**src/rtl/serial_tx_arbiter.sv**
```systemverilog
// Round-robin arbiter/sequencer sharing one serial transmit path among N_REQ requesters.
// Each frame is a grant/load cycle, then the winner ID (MSB first), then DATA_W payload shifts, then done.
module serial_tx_arbiter #(
    parameter int N_REQ  = 4,
    parameter int ID_W   = 2,
    parameter int DATA_W = 8
) (
    input  logic              clk,
    input  logic              rst,
    input  logic [N_REQ-1:0]  req,
    output logic [N_REQ-1:0]  grant,
    output logic [ID_W-1:0]   sel,
    output logic              ld_shift,
    output logic              shift_en,
    output logic              hdr_bit,
    output logic              hdr_phase,
    output logic              serout_valid,
    output logic [N_REQ-1:0]  done,
    output logic              busy,
    output logic [2:0]        state_dbg
);

    localparam int CNT_W = ((DATA_W > ID_W) ? $clog2(DATA_W) : $clog2(ID_W)) + 1;

    typedef enum logic [2:0] {
        S_IDLE    = 3'd0,
        S_GRANT   = 3'd1,
        S_HEADER  = 3'd2,
        S_PAYLOAD = 3'd3,
        S_DONE    = 3'd4
    } state_t;

    state_t            state_q, state_d;
    logic [ID_W-1:0]   sel_q, sel_d;
    logic [ID_W-1:0]   last_q, last_d;
    logic [CNT_W-1:0]  cnt_q, cnt_d;

    logic [ID_W-1:0]   cand;
    logic [ID_W-1:0]   pick;
    logic              pick_vld;
    logic [N_REQ-1:0]  sel_oh;

    always_ff @(posedge clk) begin
        if (rst) begin
            state_q <= S_IDLE;
            sel_q   <= '0;
            last_q  <= ID_W'(N_REQ - 1);
            cnt_q   <= '0;
        end else begin
            state_q <= state_d;
            sel_q   <= sel_d;
            last_q  <= last_d;
            cnt_q   <= cnt_d;
        end
    end

    // Walk from the farthest candidate to the nearest so the nearest set bit after last wins.
    always_comb begin
        cand     = '0;
        pick     = '0;
        pick_vld = 1'b0;
        for (int k = N_REQ; k >= 1; k--) begin
            cand = last_q + ID_W'(k);
            if (req[cand]) begin
                pick     = cand;
                pick_vld = 1'b1;
            end
        end
    end

    always_comb begin
        state_d = state_q;
        sel_d   = sel_q;
        last_d  = last_q;
        cnt_d   = cnt_q;
        case (state_q)
            S_IDLE: begin
                if (pick_vld) begin
                    sel_d   = pick;
                    state_d = S_GRANT;
                end
            end
            S_GRANT: begin
                cnt_d   = CNT_W'(ID_W - 1);
                state_d = S_HEADER;
            end
            S_HEADER: begin
                if (cnt_q == '0) begin
                    cnt_d   = CNT_W'(DATA_W - 1);
                    state_d = S_PAYLOAD;
                end else begin
                    cnt_d = cnt_q - 1'b1;
                end
            end
            S_PAYLOAD: begin
                if (cnt_q == '0) begin
                    state_d = S_DONE;
                end else begin
                    cnt_d = cnt_q - 1'b1;
                end
            end
            S_DONE: begin
                last_d  = sel_q;
                state_d = S_IDLE;
            end
            default: begin
                cnt_d   = '0;
                state_d = S_IDLE;
            end
        endcase
    end

    assign sel_oh = {{(N_REQ-1){1'b0}}, 1'b1} << sel_q;

    // Outputs decode registered state only; req never reaches them combinationally.
    always_comb begin
        grant        = '0;
        ld_shift     = 1'b0;
        shift_en     = 1'b0;
        hdr_bit      = 1'b0;
        hdr_phase    = 1'b0;
        serout_valid = 1'b0;
        done         = '0;
        busy         = 1'b0;
        case (state_q)
            S_GRANT: begin
                grant    = sel_oh;
                ld_shift = 1'b1;
                busy     = 1'b1;
            end
            S_HEADER: begin
                grant        = sel_oh;
                hdr_phase    = 1'b1;
                serout_valid = 1'b1;
                busy         = 1'b1;
                for (int i = 0; i < ID_W; i++) begin
                    if (cnt_q == CNT_W'(i)) hdr_bit = sel_q[i];
                end
            end
            S_PAYLOAD: begin
                grant        = sel_oh;
                shift_en     = 1'b1;
                serout_valid = 1'b1;
                busy         = 1'b1;
            end
            S_DONE: begin
                done = sel_oh;
                busy = 1'b1;
            end
            default: ;
        endcase
    end

    assign sel       = sel_q;
    assign state_dbg = state_q;

endmodule

```
**config.mk**
```make
export PLATFORM = sky130hd
export DESIGN_NAME = serial_tx_arbiter
export DESIGN_NICKNAME = d
export VERILOG_FILES = /design/src/rtl/serial_tx_arbiter.sv
export SDC_FILE = /design/constraint.sdc
export NUM_CORES = 1
export LEC_CHECK = 0
export BUFFER_PORTS_ARGS = -buffer_cell sky130_fd_sc_hd__buf_2
export CAP_MARGIN = 5
export CORE_MARGIN = 2
export CORE_UTILIZATION = 35
export CTS_CLUSTER_DIAMETER = 100
export CTS_CLUSTER_SIZE = 12
export DETAILED_ROUTE_END_ITERATION = 10
export GPL_ROUTABILITY_DRIVEN = 1
export PLACE_DENSITY_LB_ADDON = 0.1
export SLEW_MARGIN = 20
export SYNTH_ARGS = -nofsm -noshare
export SYNTH_HDL_FRONTEND = slang
export SYNTH_SLANG_ARGS = --single-unit
```
**constraint.sdc**
```tcl
create_clock -name clk -period 4.55 [get_ports clk]
set_input_delay 1.365 -clock clk [delete_from_list [all_inputs] [get_ports clk]]
set_output_delay 1.365 -clock clk [all_outputs]
set_load 0.01 [all_outputs]
```
==> results_dict.tcl <==
set metrics [dict create \
    hold_buffers 0 \
    fp.dieW_um 49.7 \
    drv_slew 0 \
    fmax_mhz 342 \
    setup_viol 0 \
    fin_crit_ns 2.92 \
    drtAntennaViolNets 0 \
    via_count 782 \
    cp_max_fo 10 \
    place_hpwl_um 1430 \
    power_w 0.000405 \
    path_clk_slew_ns 0.07 \
    grt_pass1_vias 718 \
    gp_congestion 0.849 \
    drt_wl_total_um 1900 \
    critPathRequiredTime_ns 3.18 \
    power_density_nw_per_um2 461 \
    skew_ns 0.000512 \
    path_class "flip-flop to primary output" \
    wl_met3_um 105 \
    p_int_w 0.000230 \
    io_buffers 24 \
    timing.final.crit_share 0.643 \
    grt_max_degree 15 \
    nets 134 \
    coreArea_um2 1960 \
    drc_errors 0 \
    arrival_ns 1.56 \
    p_clk_frac 0.164 \
    worst-path-buf-inv 1 \
    syn_area_per_cell_um2 7.18 \
    cts_max_level 1 \
    ir_worst_vdd_mv 0.207 \
    cts_tree "yes" \
    dieHeight_um 49.7 \
    p_comb_frac 0.481 \
    rsz0062_at_grt "false" \
    path_cells "or2_4 > or2b_1 > nor3_1 > buf_2" \
    outcome "complete, no violations" \
    cts_resized 0 \
    post_cts_buffers 0 \
    syn-num-nets 110 \
    dr.pass1.iters 4 \
    end_kind "primary output" \
    setup_tns_ns 0 \
    ys_types 34 \
    yosysTopAreaCellShare 0.301 \
    clock-sinks 11 \
    worst-r2r-cell-count 5 \
    antenna_found_initial 0 \
    highest_layer "met4" \
    yosys_register_bits 11 \
    synth_warnings 0 \
    synth_top_area_cell "dfxtp_1" \
    wl_met2_um 899 \
    path_depth 4 \
    switching_share 0.431 \
    whs_path_depth 2 \
    cpPeakStageDelay_ns 0.49 \
    die_area_um2 2470 \
    diodes 0 \
    syn-instance-count 102 \
    yosys-top-cells-area "dfxtp_1 (30%), a21oi_1 (6.2%), nand2_1 (6.2%), nor2_1 (5.6%), nor3_1 (5.5%)" \
    clockBufferDepth 2 \
    fp-row-count 16 \
    vias_per_cell 5.14 \
    clock_latency_ns 0.27 \
    cts_buffers 3 \
    slowest_stage "dfxtp_1" \
    worstSetupStartpointType "flip-flop" \
    wl_met1_um 887 \
    hold_violations 0 \
    cp_top_family "simple AND/OR/NAND/NOR gates" \
    drt_iter0_drc 13 \
    seq_area_frac_synth 0.301 \
    wl_per_cell_um 12.5 \
    worstMarginPinSlew_ns 0.456 \
    grt_use_total 0.167 \
    p_sw_w 0.000174 \
    grt_overflow 0 \
    grt_pass1_wl_um 3190 \
    synth_area_um2 732 \
    p_leak_nw 0.420 \
    area_delta_synth_final_pct 20.0 \
    hp-class "flip-flop to flip-flop" \
    relSlewSlack 0.695 \
    maxCapViolations 0 \
    cts-root-buf "clkbuf_4" \
    drive_above_1_share 0.264 \
    io_pins 25 \
    p_seq_frac 0.355 \
    regToRegSetupSlack_ns 2.90 \
    start_util 0.373 \
]
cell type report:
class | instances | area (um2)
fillers | 228 | 1080
multi-input cells | 78 | 448
flip-flops and latches | 11 | 220
repair buffers | 24 | 120
well taps | 27 | 33.8
inverters | 8 | 30.0
clock buffers | 4 | 26.3
cells in the mapped netlist:
master	count
or2b_1	1
nor3b_2	1
a21oi_1	9
nand3_1	5
nand2b_1	1
nor2_1	11
or3_4	1
nand2_1	12
inv_1	8
a32o_2	1
o211ai_1	1
a22oi_1	1
nor4_1	1
nor3b_1	2
dfxtp_1	11
o21a_1	1
nor2b_1	1
o41ai_1	1
a21oi_2	1
xnor2_1	1
a2111oi_0	1
buf_4	2
ha_1	2
nor3_1	8
clkbuf_1	1
buf_1	1
and2_1	1
a31o_2	1
o21ai_0	7
o31a_1	1
o22ai_1	2
or2_4	1
buf_6	1
and3_1	2
final timing paths:
| path | startpoint | endpoint |
|---|---|---|
| min reg2reg | cnt_q[3] | cnt_q[3] |
| min | cnt_q[3] | cnt_q[3] |
| max reg2reg | cnt_q[0] | cnt_q[0] |
| max | state_dbg[0] | grant[0] |
power groups by stage:
stage,clock network [W],logic [W],registers (W)
after global placement,0,0.000198,0.000145
final,0.0000666,0.000195,0.000144
after global routing,0.0000722,0.000223,0.000149
after CTS,0.0000695,0.000198,0.000144
after detailed placement,0,0.000197,0.000146
after floorplan,0,0.000152,0.000135
cells by family (layout without fill, tap and decap cells):
family | after synthesis | in the layout | share of synthesized area
xor gates and xnor gates | 1 | 1 | 0.0120
DFF | 11 | 11 | 0.301
and+or+nand+nor | 48 | 48 | 0.333
buffers and inverters | 13 | 36 | 0.0872
AOI/OAI and AO/OA | 27 | 27 | 0.232
adders and majority gates | 2 | 2 | 0.0342
metal layers:
metal | vias up | GRT usage
met1 | 350 | 0.213
met3 | 2 | 0.0485
met4 | 0 | 0.0278
li1 | 404 | -
met2 | 26 | 0.280
met5 | - | 0
worst register-to-register path, cell delays in order, from the launching register on:
cell	delay (ns)
dfxtp_1	0.35
inv_1	0.09
ha_1	0.27
nor3b_2	0.41
nor3_1	0.09
a2111oi_0	0.34
stage by stage:
step / worst slack, ns / std cells / utilization / instance area, um2 / hold WS [ns]
finish: 1.63 / 152 / 0.448 / 878 / 0.525
global route: 1.49 / 152 / 0.448 / 878 / 0.560
CTS: 1.63 / 152 / 0.448 / 878 / 0.531
detailed placement: 1.93 / 148 / 0.434 / 852 / 0.520
global placement: 1.95 / 148 / 0.434 / 852 / 0.530
floorplan: 2.00 / 102 / - / 732 / 0.489
cell usage in the layout (no fill, tap or decap):
master	n
a2111oi_0	1
a21oi_1	9
a21oi_2	1
a22oi_1	1
a31o_2	1
a32o_2	1
and2_1	1
and3_1	2
buf_2	24
clkbuf_1	1
clkbuf_4	3
dfxtp_1	11
ha_1	2
inv_1	8
nand2_1	12
nand2b_1	1
nand3_1	5
nor2_1	11
nor2b_1	1
nor3_1	8
nor3b_1	2
nor3b_2	1
nor4_1	1
o211ai_1	1
o21a_1	1
o21ai_0	7
o22ai_1	2
o31a_1	1
o41ai_1	1
or2_4	1
or2b_1	1
or3_4	1
xnor2_1	1
registers in the layout (all words and copies together), names as in the netlist:
register   flops
cnt_q          4
last_q         2
sel            2
state_dbg      3
Note: power is estimated with default switching activity, not from simulation.
